==> src/rtl/key_event_ctrl.sv <==
// key_event_ctrl: classifies debounced key presses as single/double/long (with auto-repeat)
// and maintains the display mode index and edge threshold.
module key_event_ctrl #(
  parameter int         LONG_CNT = 50000000,
  parameter int         DBL_CNT  = 15000000,
  parameter int         REP_CNT  = 10000000,
  parameter int         REL_CNT  = 500000,
  parameter int         TMR_W    = 26,
  parameter int         MODE_NUM = 3,
  parameter logic [7:0] THR_INIT = 8'd64,
  parameter logic [7:0] THR_STEP = 8'd16
) (
  input  logic       clk,
  input  logic       rst_n,
  input  logic       key_sw,
  input  logic       key_down_int,
  output logic [1:0] mode,
  output logic [7:0] thresh,
  output logic       evt_single,
  output logic       evt_double,
  output logic       evt_long
);
  typedef enum logic [2:0] {IDLE, PRESS1, WAIT2, PRESS2, LONG} state_t;
  state_t           state_q;
  logic [1:0]       sync_q;
  logic [TMR_W-1:0] tmr_q, rel_cnt_q;
  logic [1:0]       mode_q, mode_d;
  logic [7:0]       thr_q, thr_d;
  logic [8:0]       thr_sum;
  logic             key_lvl, rel_ok, evt_single_q, evt_double_q, evt_long_q;
  assign mode       = mode_q;
  assign thresh     = thr_q;
  assign evt_single = evt_single_q;
  assign evt_double = evt_double_q;
  assign evt_long   = evt_long_q;
  always_comb begin
    key_lvl = sync_q[1];
    rel_ok  = rel_cnt_q == TMR_W'(REL_CNT - 1);
    thr_sum = {1'b0, thr_q} + {1'b0, THR_STEP};
    thr_d   = thr_sum[8] ? 8'hff : thr_sum[7:0];
    mode_d  = (mode_q == 2'(MODE_NUM - 1)) ? 2'd0 : mode_q + 2'd1;
  end
  // release is only accepted after REL_CNT consecutive released-level cycles
  always_ff @(posedge clk) begin
    if (rst_n) begin
      sync_q    <= 2'b11;
      rel_cnt_q <= '0;
    end else begin
      sync_q    <= {sync_q[0], key_sw};
      rel_cnt_q <= !key_lvl ? '0 : rel_ok ? rel_cnt_q : rel_cnt_q + 1'b1;
    end
  end
  always_ff @(posedge clk) begin
    if (rst_n) begin
      state_q      <= IDLE;
      tmr_q        <= '0;
      mode_q       <= '0;
      thr_q        <= THR_INIT;
      evt_single_q <= 1'b0;
      evt_double_q <= 1'b0;
      evt_long_q   <= 1'b0;
    end else begin
      evt_single_q <= 1'b0;
      evt_double_q <= 1'b0;
      evt_long_q   <= 1'b0;
      case (state_q)
        IDLE: begin
          tmr_q <= '0;
          if (key_down_int) state_q <= PRESS1;
        end
        PRESS1: begin
          if (rel_ok) begin
            state_q <= WAIT2;
            tmr_q   <= '0;
          end else if (tmr_q == TMR_W'(LONG_CNT - 1)) begin
            state_q    <= LONG;
            tmr_q      <= '0;
            evt_long_q <= 1'b1;
            thr_q      <= thr_d;
          end else tmr_q <= tmr_q + 1'b1;
        end
        WAIT2: begin
          if (key_down_int) begin
            state_q      <= PRESS2;
            tmr_q        <= '0;
            evt_double_q <= 1'b1;
            thr_q        <= THR_INIT;
          end else if (tmr_q == TMR_W'(DBL_CNT - 1)) begin
            state_q      <= IDLE;
            tmr_q        <= '0;
            evt_single_q <= 1'b1;
            mode_q       <= mode_d;
          end else tmr_q <= tmr_q + 1'b1;
        end
        PRESS2: begin
          tmr_q <= '0;
          if (rel_ok) state_q <= IDLE;
        end
        LONG: begin
          if (rel_ok) begin
            state_q <= IDLE;
            tmr_q   <= '0;
          end else if (tmr_q == TMR_W'(REP_CNT - 1)) begin
            tmr_q      <= '0;
            evt_long_q <= 1'b1;
            thr_q      <= thr_d;
          end else tmr_q <= tmr_q + 1'b1;
        end
        default: begin
          state_q <= IDLE;
          tmr_q   <= '0;
        end
      endcase
    end
  end
endmodule

==> config.mk <==
export PLATFORM = sky130hd
export DESIGN_NAME = key_event_ctrl
export DESIGN_NICKNAME = d
export VERILOG_FILES = /design/src/rtl/key_event_ctrl.sv
export SDC_FILE = /design/constraint.sdc
export NUM_CORES = 1
export LEC_CHECK = 0
export BUFFER_PORTS_ARGS = -buffer_cell sky130_fd_sc_hd__buf_2
export CORE_AREA = 2 2 58 101
export CTS_BUF_LIST = sky130_fd_sc_hd__clkbuf_4 sky130_fd_sc_hd__clkbuf_8
export DETAILED_ROUTE_END_ITERATION = 6
export DIE_AREA = 0 0 60 103
export PLACE_DENSITY_LB_ADDON = 0.25
export SYNTH_ARGS = -nofsm -noshare
export SYNTH_HDL_FRONTEND = slang
export SYNTH_SLANG_ARGS = --single-unit
==> constraint.sdc <==
create_clock -name clk -period 2.85 [get_ports clk]
set_clock_uncertainty 0.05 [all_clocks]
set_input_delay 0.1425 -clock clk [delete_from_list [all_inputs] [get_ports clk]]
set_output_delay 0.1425 -clock clk [all_outputs]
set_load 0.1 [all_outputs]
==> results.cfg <==
[power_and_ir_drop]
ir_worst_vdd_uv = 573
p_sw_share_pct = 21.3
totalPowerFinal_w = 0.00193
power.share.sequential_pct = 49.5
leakage_nw = 1.22
internal_power_w = 0.00152
p_clk_share_pct = 46.6
combPwrFrac_pct = 3.8
p_switching_w = 0.000412
power_density_nw_per_um2 = 542

[worst_setup_path]
rr_worst_depth = 7
path_max_fanout = 7
crit_path_end_kind = flip-flop
start_kind = flip-flop
r2r_slack_ns = 0.28
crit_type = flip-flop to flip-flop
arrival_ns = 2.78
required_ns = 3.06

[placement]
port_buffers = 16
dp_hpwl_mm = 4.69
placed_cell_area_um2 = 3320
pre_cts_ws_ns = 0.290
gp_congestion = 0.849

[clock_network]
numCtsBuffers = 9
cts_tree = built
cts_resized = 0
clock_path_buffers = 2
insertion_delay_ns = 0.35
ctsHtreeMaxLevel = 3
cts-root-buf = clkbuf_8
cts.sinks = 67
clk_pin_slew_ns = 0.07

[sta]
max_freq_mhz = 390
fin_tns_setup_ns = 0
slew_viol_final = 0
period_minus_slack_ns = 2.57
min_period_over_period_pct = 90.1
whs_ns = 0.108
rsz0062_at_grt = false
relSlewSlack_pct = 34.1
hold_viol_final = 0
fin_ws_ns = 0.283
worst_pin_slew_ns = 0.988
setup_violations = 0

[synth]
synth-edff-count = 0
async_flop_share_pct = 0
synth_area_leaders = dfxtp_1 (42%), nor2_1 (8.4%), xor2_1 (8.0%)
synth_common_cells = nor2_1 (71), dfxtp_1 (67), xor2_1 (29)
yosys.cell_count.top_type = nor2_1
syn_area_um2 = 3190
synth_top_area_share_pct = 42.0
synth_warnings = 0
syn_nets = 380
synth-seq-area-share_pct = 42.0
synth.distinct_cells = 47
ys_ff_latch = 67
synthCells = 373
synth-main-ff-cell = dfxtp_1
yosysTopAreaCell = dfxtp_1
synth.avg_cell_area_um2 = 8.55

[floorplan]
core_um2 = 5450
floorplan.initialDensity_pct = 58.5
pin_count = 17
die_area_um2 = 6180
num_rows = 36
die-height_um = 103
die_w_um = 60

[min_path]
min_path_type = primary input to flip-flop
holdPathStages = 2

[final_layout]
final_nets = 396
syn2layout_area_growth_pct = 11.5
final_cell_area_um2 = 3560
fillCellCount = 469
diodes = 0
layout-drive-gt1-share_pct = 10.2

[routing]
antenna_left = 0
drc = 0
vias = 2673
via_per_inst = 5.69
avgRoutedWirePerCell_um = 13.8
drtPass1Iterations = 4
drt_wl_total_mm = 6.49
drt_iter0_drc = 145

[grt]
grt_pass1_wl_mm = 10.6
overflow = 0
grt_max_degree = 27
antenna_found_initial = 0
first_global_vias = 2462
track_usage_pct = 22.9

[run]
drv_cap = 0

[status]
status = finished clean
stage by stage:
| stage | util [%] | std cells |
|---|---|---|
| 2_1_floorplan | - | 373 |
| 3_3_place_gp | 60.9 | 453 |
| 3_5_place_dp | 60.9 | 453 |
| 4_1_cts | 65.3 | 470 |
| 5_1_grt | 65.3 | 470 |
| 6_report | 65.3 | 470 |
cells by family after synthesis:
kind of cell	synth area share [%]
mux	1.25
simple gates	32.9
compound gates	7.02
buf+inv	3.22
flops	42.0
fa+ha+maj	1.18
xor+xnor	12.4
state kept, by name (all words and copies together) (netlist names):
register / flops
state_q: 3
thresh: 5
sync_q: 2
mode: 2
evt_long: 1
evt_double: 1
evt_single: 1
tmr_q: 26
rel_cnt_q: 26
cell type report:
cell class / instances / area (µm²) / share of cell area (%)
Multi-Input combinational cell: 286 / 1750 / 49.1
Sequential cell: 67 / 1340 / 37.7
Clock buffer: 12 / 159 / 4.47
Timing Repair Buffer: 20 / 125 / 3.52
Tap cell: 76 / 95.1 / 2.67
Clock inverter: 4 / 72.6 / 2.04
Inverter: 5 / 18.8 / 0.527
metal layers:
layer  vias to the layer above  part of all wire, %  GRT usage (%)
li1                       1334                    -              -
met1                      1286                   40           23.6
met2                        37                   55           40.1
met3                        16                  2.5           3.76
met4                         0                  2.7           16.6
met5                         -                    0              0
worst max-delay path: stages, from the launching register on:
cell and delay (ns):
dfxtp_1 0.41, ha_1 0.28, nand2_1 0.11, or4_1 0.57
nand3b_1 0.26, a211oi_4 0.41, a41oi_1 0.16, a211oi_1 0.23
cell usage in the layout, fill, tap and decap left out, drive strengths merged, types with 2 or more instances in the layout:
cell type / instances
a211oi: 5
a21oi: 10
a22oi: 2
and2: 2
and3: 6
and4: 3
buf: 19
bufinv: 2
clkbuf: 12
dfxtp: 67
ha: 3
inv: 5
mux2i: 4
nand2: 22
nand2b: 10
nand3: 21
nand4: 15
nor2: 71
nor2b: 4
nor3: 13
nor4: 9
nor4b: 5
o21ai: 7
or2: 2
or3: 6
or4: 7
xnor2: 16
xor2: 29
final timing paths:
kind / startpoint / end
setup / recovery: tmr_q[0] / thresh[7]
hold / removal: rst_n / thresh[4]
setup reg to reg: tmr_q[0] / thresh[7]
hold reg to reg: sync_q[0] / sync_q[1]
power groups by stage:
stage / logic, W / registers, W / clock network (W)
2_1_floorplan: 0.0000579 / 0.000977 / 0
3_3_place_gp: 0.0000712 / 0.000977 / 0
3_5_place_dp: 0.0000727 / 0.000977 / 0
4_1_cts: 0.0000739 / 0.000956 / 0.000919
5_1_grt: 0.0000817 / 0.000957 / 0.000951
6_report: 0.0000737 / 0.000956 / 0.000900
repair_timing:
item                                   4_1_cts  5_1_grt
setup buffers                                0        0
hold buffers                                 1        0
endpoints found under the hold margin        1        0
Note: power is estimated with default switching activity, not from simulation.
